<file path="src/rtl/id_ex_latch_pkg.sv">
// Shared widths, opcodes and the ID/EX bundle type.
// Imported by the ID/EX latch, the EX stage and the debug unit.
package id_ex_latch_pkg;

    localparam int NB_DATA       = 32;
    localparam int NB_REG        = 5;
    localparam int NB_OPCODE     = 6;
    localparam int NB_FUNCT      = 6;
    localparam int NB_BUBBLE_CNT = 16;

    localparam logic [NB_OPCODE-1:0] R_instruc = 6'b000000;
    localparam logic [NB_OPCODE-1:0] J_instruc = 6'b000010;
    localparam logic [NB_OPCODE-1:0] JAL_instruc = 6'b000011;
    localparam logic [NB_OPCODE-1:0] BEQ_instruc = 6'b000100;
    localparam logic [NB_OPCODE-1:0] BNE_instruc = 6'b000101;
    localparam logic [NB_OPCODE-1:0] ADDI_instruc = 6'b001000;
    localparam logic [NB_OPCODE-1:0] ADDIU_instruc = 6'b001001;
    localparam logic [NB_OPCODE-1:0] SLTI_instruc = 6'b001010;
    localparam logic [NB_OPCODE-1:0] SLTIU_instruc = 6'b001011;
    localparam logic [NB_OPCODE-1:0] ANDI_instruc = 6'b001100;
    localparam logic [NB_OPCODE-1:0] ORI_instruc = 6'b001101;
    localparam logic [NB_OPCODE-1:0] XORI_instruc = 6'b001110;
    localparam logic [NB_OPCODE-1:0] LUI_instruc = 6'b001111;
    localparam logic [NB_OPCODE-1:0] LB_instruc = 6'b100000;
    localparam logic [NB_OPCODE-1:0] LH_instruc = 6'b100001;
    localparam logic [NB_OPCODE-1:0] LW_instruc = 6'b100011;
    localparam logic [NB_OPCODE-1:0] LBU_instruc = 6'b100100;
    localparam logic [NB_OPCODE-1:0] LHU_instruc = 6'b100101;
    localparam logic [NB_OPCODE-1:0] LWU_instruc = 6'b100111;
    localparam logic [NB_OPCODE-1:0] SB_instruc = 6'b101000;
    localparam logic [NB_OPCODE-1:0] SH_instruc = 6'b101001;
    localparam logic [NB_OPCODE-1:0] SW_instruc = 6'b101011;

    typedef struct packed {
        logic                 valid;
        logic                 signal_control_mult_A;
        logic                 signal_control_mult_B;
        logic [NB_OPCODE-1:0] opcode;
        logic [NB_FUNCT-1:0]  funct;
        logic [NB_REG-1:0]    rs_addr;
        logic [NB_REG-1:0]    rt_addr;
        logic [NB_REG-1:0]    rd_addr;
        logic [NB_DATA-1:0]   rs_data;
        logic [NB_DATA-1:0]   rt_data;
        logic [NB_DATA-1:0]   imm_ext;
        logic [NB_DATA-1:0]   pc_plus4;
    } id_ex_bundle;

    // A bubble is all zeros: invalid, selects low, writeback to $zero.
    function automatic id_ex_bundle id_ex_bubble();
        return '0;
    endfunction

endpackage

</file>
<file path="src/rtl/id_ex_latch_if.sv">
// ID-side and EX-side signal bundle of the ID/EX latch.
// master = ID/control side, slave = the latch itself.
interface id_ex_latch_if;
    import id_ex_latch_pkg::*;

    logic                     i_enable;
    logic                     i_hold;
    logic                     i_flush;
    logic                     i_valid;
    logic                     i_signal_control_mult_A;
    logic                     i_signal_control_mult_B;
    logic [NB_OPCODE-1:0]     i_opcode;
    logic [NB_FUNCT-1:0]      i_funct;
    logic [NB_REG-1:0]        i_rs_addr;
    logic [NB_REG-1:0]        i_rt_addr;
    logic [NB_REG-1:0]        i_rd_addr;
    logic [NB_DATA-1:0]       i_rs_data;
    logic [NB_DATA-1:0]       i_rt_data;
    logic [NB_DATA-1:0]       i_imm_ext;
    logic [NB_DATA-1:0]       i_pc_plus4;

    logic                     o_valid;
    logic                     o_signal_control_mult_A;
    logic                     o_signal_control_mult_B;
    logic [NB_OPCODE-1:0]     o_opcode;
    logic [NB_FUNCT-1:0]      o_funct;
    logic [NB_REG-1:0]        o_rs_addr;
    logic [NB_REG-1:0]        o_rt_addr;
    logic [NB_REG-1:0]        o_rd_addr;
    logic [NB_DATA-1:0]       o_rs_data;
    logic [NB_DATA-1:0]       o_rt_data;
    logic [NB_DATA-1:0]       o_imm_ext;
    logic [NB_DATA-1:0]       o_pc_plus4;
    logic [NB_BUBBLE_CNT-1:0] o_bubble_count;

    modport master (
        output i_enable, i_hold, i_flush, i_valid,
        output i_signal_control_mult_A, i_signal_control_mult_B,
        output i_opcode, i_funct,
        output i_rs_addr, i_rt_addr, i_rd_addr,
        output i_rs_data, i_rt_data, i_imm_ext, i_pc_plus4,
        input  o_valid,
        input  o_signal_control_mult_A, o_signal_control_mult_B,
        input  o_opcode, o_funct,
        input  o_rs_addr, o_rt_addr, o_rd_addr,
        input  o_rs_data, o_rt_data, o_imm_ext, o_pc_plus4,
        input  o_bubble_count
    );

    modport slave (
        input  i_enable, i_hold, i_flush, i_valid,
        input  i_signal_control_mult_A, i_signal_control_mult_B,
        input  i_opcode, i_funct,
        input  i_rs_addr, i_rt_addr, i_rd_addr,
        input  i_rs_data, i_rt_data, i_imm_ext, i_pc_plus4,
        output o_valid,
        output o_signal_control_mult_A, o_signal_control_mult_B,
        output o_opcode, o_funct,
        output o_rs_addr, o_rt_addr, o_rd_addr,
        output o_rs_data, o_rt_data, o_imm_ext, o_pc_plus4,
        output o_bubble_count
    );

endinterface

</file>
<file path="src/rtl/id_ex_latch_sat_counter.sv">
// Saturating up-counter; sticks at all-ones, cleared only by reset.
// Used to count bubbles injected into EX.
module sat_counter #(
    parameter int NB = 16
) (
    input  logic          i_clock,
    input  logic          i_reset,
    input  logic          i_enable,
    input  logic          i_inc,
    output logic [NB-1:0] o_count
);

    logic at_max;

    assign at_max = &o_count;

    // Count up on qualified increments until all-ones.
    always_ff @(posedge i_clock or negedge i_reset) begin
        if (!i_reset) begin
            o_count <= '0;
        end else if (i_enable && i_inc && !at_max) begin
            o_count <= o_count + 1'b1;
        end
    end

endmodule

</file>
<file path="src/rtl/id_ex_latch.sv">
// ID/EX pipeline register with hold, flush and debug enable.
// Bubbles are all-zero bundles; EX qualifies on o_valid only.
module id_ex_latch
    import id_ex_latch_pkg::*;
(
    input  logic         i_clock,
    input  logic         i_reset,
    id_ex_latch_if.slave bus
);

    id_ex_bundle id_data;
    id_ex_bundle ex_q;
    id_ex_bundle next_q;
    logic        load;
    logic        load_bubble;

    // Flush beats hold; an idle ID slot also loads a bubble.
    assign load = bus.i_enable && (bus.i_flush || !bus.i_hold);
    assign load_bubble = load && (bus.i_flush || !bus.i_valid);

    // Pack the ID-side inputs into one bundle.
    always_comb begin
        id_data                       = '0;
        id_data.valid                 = 1'b1;
        id_data.signal_control_mult_A = bus.i_signal_control_mult_A;
        id_data.signal_control_mult_B = bus.i_signal_control_mult_B;
        id_data.opcode                = bus.i_opcode;
        id_data.funct                 = bus.i_funct;
        id_data.rs_addr               = bus.i_rs_addr;
        id_data.rt_addr               = bus.i_rt_addr;
        id_data.rd_addr               = bus.i_rd_addr;
        id_data.rs_data               = bus.i_rs_data;
        id_data.rt_data               = bus.i_rt_data;
        id_data.imm_ext               = bus.i_imm_ext;
        id_data.pc_plus4              = bus.i_pc_plus4;
    end

    // Select the value to load: bubble or the ID bundle.
    always_comb begin
        next_q = id_data;
        if (load_bubble) begin
            next_q = id_ex_bubble();
        end
    end

    // Pipeline register; frozen when not loading.
    always_ff @(posedge i_clock or negedge i_reset) begin
        if (!i_reset) begin
            ex_q <= '0;
        end else if (load) begin
            ex_q <= next_q;
        end
    end

    sat_counter #(
        .NB (NB_BUBBLE_CNT)
    ) u_bubble_cnt (
        .i_clock  (i_clock),
        .i_reset  (i_reset),
        .i_enable (bus.i_enable),
        .i_inc    (load_bubble),
        .o_count  (bus.o_bubble_count)
    );

    assign bus.o_valid                 = ex_q.valid;
    assign bus.o_signal_control_mult_A = ex_q.signal_control_mult_A;
    assign bus.o_signal_control_mult_B = ex_q.signal_control_mult_B;
    assign bus.o_opcode                = ex_q.opcode;
    assign bus.o_funct                 = ex_q.funct;
    assign bus.o_rs_addr               = ex_q.rs_addr;
    assign bus.o_rt_addr               = ex_q.rt_addr;
    assign bus.o_rd_addr               = ex_q.rd_addr;
    assign bus.o_rs_data               = ex_q.rs_data;
    assign bus.o_rt_data               = ex_q.rt_data;
    assign bus.o_imm_ext               = ex_q.imm_ext;
    assign bus.o_pc_plus4              = ex_q.pc_plus4;

endmodule

</file>
<file path="src/flat_wrapper.sv">
// flat-port wrapper written by rule: the top's interface ports become plain ports
module id_ex_latch_flat import id_ex_latch_pkg::*;
  (i_clock, i_reset, bus_i_enable, bus_i_hold, bus_i_flush, bus_i_valid, bus_i_signal_control_mult_A, bus_i_signal_control_mult_B, bus_i_opcode, bus_i_funct, bus_i_rs_addr, bus_i_rt_addr, bus_i_rd_addr, bus_i_rs_data, bus_i_rt_data, bus_i_imm_ext, bus_i_pc_plus4, bus_o_valid, bus_o_signal_control_mult_A, bus_o_signal_control_mult_B, bus_o_opcode, bus_o_funct, bus_o_rs_addr, bus_o_rt_addr, bus_o_rd_addr, bus_o_rs_data, bus_o_rt_data, bus_o_imm_ext, bus_o_pc_plus4, bus_o_bubble_count);
  id_ex_latch_if bus_i ();
  input  logic i_clock;
  input  logic i_reset;
  input wire logic [$bits(bus_i.i_enable)-1:0] bus_i_enable;
  input wire logic [$bits(bus_i.i_hold)-1:0] bus_i_hold;
  input wire logic [$bits(bus_i.i_flush)-1:0] bus_i_flush;
  input wire logic [$bits(bus_i.i_valid)-1:0] bus_i_valid;
  input wire logic [$bits(bus_i.i_signal_control_mult_A)-1:0] bus_i_signal_control_mult_A;
  input wire logic [$bits(bus_i.i_signal_control_mult_B)-1:0] bus_i_signal_control_mult_B;
  input wire logic [$bits(bus_i.i_opcode)-1:0] bus_i_opcode;
  input wire logic [$bits(bus_i.i_funct)-1:0] bus_i_funct;
  input wire logic [$bits(bus_i.i_rs_addr)-1:0] bus_i_rs_addr;
  input wire logic [$bits(bus_i.i_rt_addr)-1:0] bus_i_rt_addr;
  input wire logic [$bits(bus_i.i_rd_addr)-1:0] bus_i_rd_addr;
  input wire logic [$bits(bus_i.i_rs_data)-1:0] bus_i_rs_data;
  input wire logic [$bits(bus_i.i_rt_data)-1:0] bus_i_rt_data;
  input wire logic [$bits(bus_i.i_imm_ext)-1:0] bus_i_imm_ext;
  input wire logic [$bits(bus_i.i_pc_plus4)-1:0] bus_i_pc_plus4;
  output wire logic [$bits(bus_i.o_valid)-1:0] bus_o_valid;
  output wire logic [$bits(bus_i.o_signal_control_mult_A)-1:0] bus_o_signal_control_mult_A;
  output wire logic [$bits(bus_i.o_signal_control_mult_B)-1:0] bus_o_signal_control_mult_B;
  output wire logic [$bits(bus_i.o_opcode)-1:0] bus_o_opcode;
  output wire logic [$bits(bus_i.o_funct)-1:0] bus_o_funct;
  output wire logic [$bits(bus_i.o_rs_addr)-1:0] bus_o_rs_addr;
  output wire logic [$bits(bus_i.o_rt_addr)-1:0] bus_o_rt_addr;
  output wire logic [$bits(bus_i.o_rd_addr)-1:0] bus_o_rd_addr;
  output wire logic [$bits(bus_i.o_rs_data)-1:0] bus_o_rs_data;
  output wire logic [$bits(bus_i.o_rt_data)-1:0] bus_o_rt_data;
  output wire logic [$bits(bus_i.o_imm_ext)-1:0] bus_o_imm_ext;
  output wire logic [$bits(bus_i.o_pc_plus4)-1:0] bus_o_pc_plus4;
  output wire logic [$bits(bus_i.o_bubble_count)-1:0] bus_o_bubble_count;
  assign bus_i.i_enable = bus_i_enable;
  assign bus_i.i_hold = bus_i_hold;
  assign bus_i.i_flush = bus_i_flush;
  assign bus_i.i_valid = bus_i_valid;
  assign bus_i.i_signal_control_mult_A = bus_i_signal_control_mult_A;
  assign bus_i.i_signal_control_mult_B = bus_i_signal_control_mult_B;
  assign bus_i.i_opcode = bus_i_opcode;
  assign bus_i.i_funct = bus_i_funct;
  assign bus_i.i_rs_addr = bus_i_rs_addr;
  assign bus_i.i_rt_addr = bus_i_rt_addr;
  assign bus_i.i_rd_addr = bus_i_rd_addr;
  assign bus_i.i_rs_data = bus_i_rs_data;
  assign bus_i.i_rt_data = bus_i_rt_data;
  assign bus_i.i_imm_ext = bus_i_imm_ext;
  assign bus_i.i_pc_plus4 = bus_i_pc_plus4;
  assign bus_o_valid = bus_i.o_valid;
  assign bus_o_signal_control_mult_A = bus_i.o_signal_control_mult_A;
  assign bus_o_signal_control_mult_B = bus_i.o_signal_control_mult_B;
  assign bus_o_opcode = bus_i.o_opcode;
  assign bus_o_funct = bus_i.o_funct;
  assign bus_o_rs_addr = bus_i.o_rs_addr;
  assign bus_o_rt_addr = bus_i.o_rt_addr;
  assign bus_o_rd_addr = bus_i.o_rd_addr;
  assign bus_o_rs_data = bus_i.o_rs_data;
  assign bus_o_rt_data = bus_i.o_rt_data;
  assign bus_o_imm_ext = bus_i.o_imm_ext;
  assign bus_o_pc_plus4 = bus_i.o_pc_plus4;
  assign bus_o_bubble_count = bus_i.o_bubble_count;
  id_ex_latch u_core (.i_clock(i_clock), .i_reset(i_reset), .bus(bus_i));
endmodule
</file>
<file path="config.mk">
export PLATFORM = sky130hd
export DESIGN_NAME = id_ex_latch_flat
export DESIGN_NICKNAME = d
export VERILOG_FILES = /design/src/rtl/id_ex_latch_pkg.sv /design/src/rtl/id_ex_latch_if.sv /design/src/rtl/id_ex_latch_sat_counter.sv /design/src/rtl/id_ex_latch.sv /design/src/flat_wrapper.sv
export SDC_FILE = /design/constraint.sdc
export NUM_CORES = 1
export LEC_CHECK = 0
export ABC_CLOCK_PERIOD_IN_PS = 2300
export CELL_PAD_IN_SITES_DETAIL_PLACEMENT = 1
export CELL_PAD_IN_SITES_GLOBAL_PLACEMENT = 2
export CORE_ASPECT_RATIO = 0.9
export CORE_MARGIN = 3
export CORE_UTILIZATION = 24
export CTS_CLUSTER_DIAMETER = 40
export CTS_CLUSTER_SIZE = 16
export DETAILED_ROUTE_END_ITERATION = 10
export PLACE_DENSITY_LB_ADDON = 0.3
export SYNTH_ARGS = -nofsm -noshare
export SYNTH_HDL_FRONTEND = slang
export SYNTH_SLANG_ARGS = --single-unit
</file>
<file path="constraint.sdc">
create_clock -name i_clock -period 2.3 [get_ports i_clock]
set_input_delay 0.46 -clock i_clock [delete_from_list [all_inputs] [get_ports i_clock]]
set_output_delay 0.46 -clock i_clock [all_outputs]
set_load 0.01 [all_outputs]
</file>
== Word level (Yosys, flattened, before mapping) ==
Cells that the tools add are included.

* Mux-type cells: 1
* Add/sub/neg operators: 1
* Reductions and logical operators: 10

{| class="wikitable"
|+ Operators by type and width
! kind !! count
|-
| 158-bit two-way mux || 1
|-
| 16-bit by 1-bit adder with 16-bit output (second input constant) || 1
|-
| 16-bit AND reduction || 1
|-
| 1-bit logical AND || 4
|-
| 1-bit logical NOT || 3
|-
| 1-bit logical OR || 2
|}

* Bits of input ports: 163
* Word-level logic and storage cells: 25
* Register bits: 174

== Longest topological paths before layout ==
* Word-level depth: 6
* Mapped depth: 6
* Gate-level depth less buffers: 5

== Cells and area by module ==
A second synthesis with hierarchy kept.

* Cell total of the unflattened synthesis: 605
* Area total of the unflattened synthesis: 7746.2 um^2

{| class="wikitable"
|+ By module, submodules not included
! module !! area an instance (um^2) !! times used !! cells each
|-
| id_ex_latch || 6941.7 || 1 || 531
|-
| sat_counter || 804.5 || 1 || 74
|}

== Least setup slack after synthesis ==
OpenSTA, ideal clock, no wires.

* Path kind: register to register
* Start: reg u_core.u_bubble_cnt.o_count[0]
* End: reg u_core.u_bubble_cnt.o_count[1]
* Arrival: 1.642 ns
* Buffers on the path: 0
* Path slack: 0.533 ns
* Period minus slack after synthesis: 1.767 ns
* Cell stages (with the launch flop): 6
* Cell sequence: dfrtp_1 -> ha_1 -> and3_1 -> and4bb_2 -> nor2_2 -> mux2_2

* Word-level cells in the longest chain between the ends: 3
* Elaborated cells between the ends (all ways): 4
* Classes of those cells: add/sub: 1; reduce/logical: 3

{| class="wikitable"
|+ RTL lines
! what !! RTL line !! source
|-
| start: declaration || id_ex_latch_sat_counter.sv:10 || <nowiki>output logic [NB-1:0] o_count</nowiki>
|-
| start signal: assignment || id_ex_latch_sat_counter.sv:22 || <nowiki>o_count <= o_count + 1'b1;</nowiki>
|-
| branches (longest 3 deep; another with 16-bit by 1-bit adder with 16-bit output) || - ||
|}

Several ways; the timed one is not identified.
A chain may end at the register's enable or synchronous reset.

== Worst setup path after layout ==
* Start: reg u_core.u_bubble_cnt.o_count[12]
* End: out bus_o_bubble_count[12]

{| class="wikitable"
|+ RTL lines
! what !! RTL line !! source
|-
| end: declaration || flat_wrapper.sv:34 || <nowiki>output wire logic [$bits(bus_i.o_bubble_count)-1:0] bus_o_bubble_count;</nowiki>
|}

No word-level cell between the ends.

==> results.md <==
* Die W at 177 um
* Sw Pwr at 2.09 mW
* Setup ws final at 0.356 ns
* Tmin final at 1.94 ns
* Row count at 55
* Sink Count at 174
* CP bufs+invs at 1
* Slew @ Worst Pin at 0.880 ns
* First-pass GRT wire length at 34,700 um
* Max Cap Viol at 0
* Met3 WL post-DR at 1530 um
* Unrepaired setup endpoints after global routing: no
* Worst path max stage delay at 0.60 ns
* Top delay family on crit path: buffers and inverters
* Slowest CP cell: clkdlybuf4s50_1
* Crit start category: flip-flop
* Initial antenna violation count at 1
* Critical path arrival at 1.48 ns
* I/O pin count at 337
* Total vias in the final route at 5,168
* Post-synth net total at 591
* Total Wirelength at 22,200 um
* Root buffer cell: clkbuf_16
* Synth top area cells: dfrtp_1, a22o_1, xor2_1, buf_2, clkbuf_1
* Sequential cell area fraction in the yosys report at 0.691
* Post-route ant nets at 0
* Largest net degree at the start of global routing at 159
* Outcome: finished clean
* Met2 wire length at 11,000 um
* Synth Instances at 427
* Sequential share of power at 0.455
* Worst-path clk slew at 0.07 ns
* Initial Util at 0.247
* Area Growth Syn to Fin at 70.7%
* NumNets Final at 929
* Leakage at 4.69 nW
* WL per Instance at 19.8 um
* Die Area at 28,200 sq um
* GR Util All Layers at 0.156
* Synth cell types at 28
* Setup_tns at 0 ns
* Clock Path Buffers at 2
* CTS Buf Count at 17
* RD Place Congestion at 0.755
* Maximum VDD drop at 0.458 mV
* Number of synthesized register bits at 174
* Worst setup EP type: output port
* Pwr dens at 719 nW/um^2
* Core box area at 25,500 sq um
* Crit Path Class: reg -> out
* Vias per inst at 4.61
* Synth top area share at 0.691
* Non-filler cells, final at 1,120
* Remaining Overflow, GRT at 0
* HPWL Detailed at 16,200 um
* Fill count at 2,646
* Worst-path fanout max at 6
* M1 WL at 9210 um
* Layout cells sized above 1 at 0.0681
* Req. time, crit path at 1.84 ns
* P_int at 5.64 mW
* Hold Fails Final Rpt at 0
* Slew headroom at 0.414
* Cell Area, Synth at 6300 sq um
* Place WS at 0.0569 ns
* Post-synth top area cell: dfrtp_1
* Slew Limit Fails at 0
* Mapped Avg Cell Area at 14.8 sq um
* Total Power at 7.73 mW
* Fmax at 514 MHz
* Worst-path cell chain: clkdlybuf4s50_1
* CTS tree: done
* HP Class: in -> async
* Vias in the first global route at 5,762
* Net Sw Frac at 0.270
* Clk pwr share at 0.352
* Chip height at 160 um
* Comb pwr share at 0.193
* Setup-failing EPs final at 0
* Synth warnings at 0
* Clock Skews at 0.0150 ns
* Clock Latency Late Sink at 0.42 ns
* Ant diodes at 0
* Top Metal Used: met5
* Cell count after placement at 1,087
* # DRC at 0
* DRT Pass-1 Iters at 4
* Initial DRC Count at 203
* Port Buffers at 336
* Final worst path period share at 0.845
* CTS H-tree depth at 4
cells in the final DEF, fill, tap and decap left out, types with 3 or more instances in the layout:
| cell | n |
|---|---|
| a211oi_1 | 4 |
| a21oi_1 | 3 |
| a22o_1 | 157 |
| and4_1 | 3 |
| buf_12 | 9 |
| buf_4 | 7 |
| clkbuf_16 | 17 |
| clkdlybuf4s50_1 | 335 |
| clkinv_4 | 4 |
| clkinvlp_4 | 4 |
| dfrtp_1 | 174 |
| inv_1 | 3 |
| nand2_1 | 5 |
| nand3_1 | 5 |
| nand4_1 | 5 |
| nor2_1 | 4 |
| nor3_1 | 5 |
| xor2_1 | 11 |
state kept, by name, summed over array words and instances, names as in the netlist:
register and flops:
u_core.bus.o_rd_addr 5, u_core.bus.o_valid 1, u_core.bus.o_pc_plus4 32, u_core.bus.o_rt_data 32, u_core.bus.o_funct 6, u_core.bus.o_rs_addr 5
u_core.bus.o_opcode 6, u_core.bus.o_rs_data 32, u_core.u_bubble_cnt.o_count 16, u_core.bus.o_signal_control_mult_A 1, u_core.bus.o_signal_control_mult_B 1, u_core.bus.o_rt_addr 5
u_core.bus.o_imm_ext 32
layer usage:
metal,vias to the layer above,global-route usage
met5,-,0
met3,24,0.0568
met2,189,0.259
met1,2632,0.190
li1,2321,-
met4,2,0.0436
cell families (layout without fill, tap and decap cells):
kind of cell	after synthesis	after routing	share of synthesized area
buffers and inverters	37	388	0.0254
AOI/OAI and AO/OA	169	169	0.232
adders and majority gates	1	1	0.00199
xor gates and xnor gates	12	12	0.0167
and+or+nand+nor	32	32	0.0294
muxes	2	2	0.00358
DFF	174	174	0.691
stage by stage:
stage	hold slack, ns	instance area [sq um]	util
after global routing	0.510	10800	0.422
after detailed placement	0.385	10200	0.400
after global placement	0.376	10200	0.400
after floorplan	0.164	6300	-
final	0.500	10800	0.422
after CTS	0.497	10800	0.422
cell usage after synthesis:
| master | number |
|---|---|
| buf_2 | 17 |
| o21ai_2 | 1 |
| dfrtp_1 | 174 |
| o211ai_1 | 1 |
| a41oi_1 | 1 |
| a22o_1 | 157 |
| nand3_1 | 5 |
| and2_1 | 1 |
| nand2_1 | 5 |
| xnor2_1 | 1 |
| a31oi_1 | 1 |
| nand4_1 | 5 |
| and4_1 | 3 |
| buf_1 | 4 |
| a211oi_1 | 4 |
| o21bai_1 | 1 |
| nor3_1 | 5 |
| xor2_1 | 11 |
| and3_1 | 1 |
| mux2_2 | 2 |
| and4bb_2 | 1 |
| nor3b_2 | 1 |
| inv_1 | 3 |
| nor2_1 | 4 |
| ha_1 | 1 |
| clkbuf_1 | 13 |
| a21oi_1 | 3 |
| nor2_2 | 1 |
repair_timing:
action | CTS | global route
buffers inserted | 0 | 0
endpoints found under the hold margin | 29 | 0
gates resized for setup | 0 | 0
hold buffers | 1 | 0
final cells by class:
type / count / area (sq um) / share of cell area
flip-flops and latches: 174 / 4350 / 0.405
repair buffers: 353 / 3610 / 0.336
multi-input cells: 216 / 1800 / 0.167
clock buffers: 20 / 447 / 0.0416
well taps: 342 / 428 / 0.0398
clock inverters: 12 / 105 / 0.00978
inverters: 3 / 11.3 / 0.00105
final timing paths:
check	to	startpoint	cells past startpoint	slack (ns)
min reg2reg	u_core.bus.o_rt_addr[1]$_DFFE_PN0P_	u_core.bus.o_rt_addr[1]$_DFFE_PN0P_	1	0.51
min	u_core.bus.o_imm_ext[2]$_DFFE_PN0P_	i_reset	2	0.50
max in group asynchronous	u_core.bus.o_pc_plus4[25]$_DFFE_PN0P_	i_reset	3	1.12
min in group i_clock	u_core.bus.o_rt_addr[1]$_DFFE_PN0P_	u_core.bus.o_rt_addr[1]$_DFFE_PN0P_	1	0.51
max	bus_o_bubble_count[12]	u_core.u_bubble_cnt.o_count[12]$_DFFE_PN0P_	1	0.36
max reg2reg	u_core.u_bubble_cnt.o_count[1]$_DFFE_PN0P_	u_core.u_bubble_cnt.o_count[0]$_DFFE_PN0P_	5	0.48
power by group through the flow:
stage / Combinational, mW / Sequential (mW) / Clock (mW)
after floorplan: 0.346 / 3.66 / 0
after detailed placement: 1.52 / 3.58 / 0
final: 1.49 / 3.52 / 2.72
after CTS: 1.52 / 3.53 / 2.83
after global placement: 1.48 / 3.56 / 0
after global routing: 1.59 / 3.56 / 2.97
(Power assumes the default switching activity.)
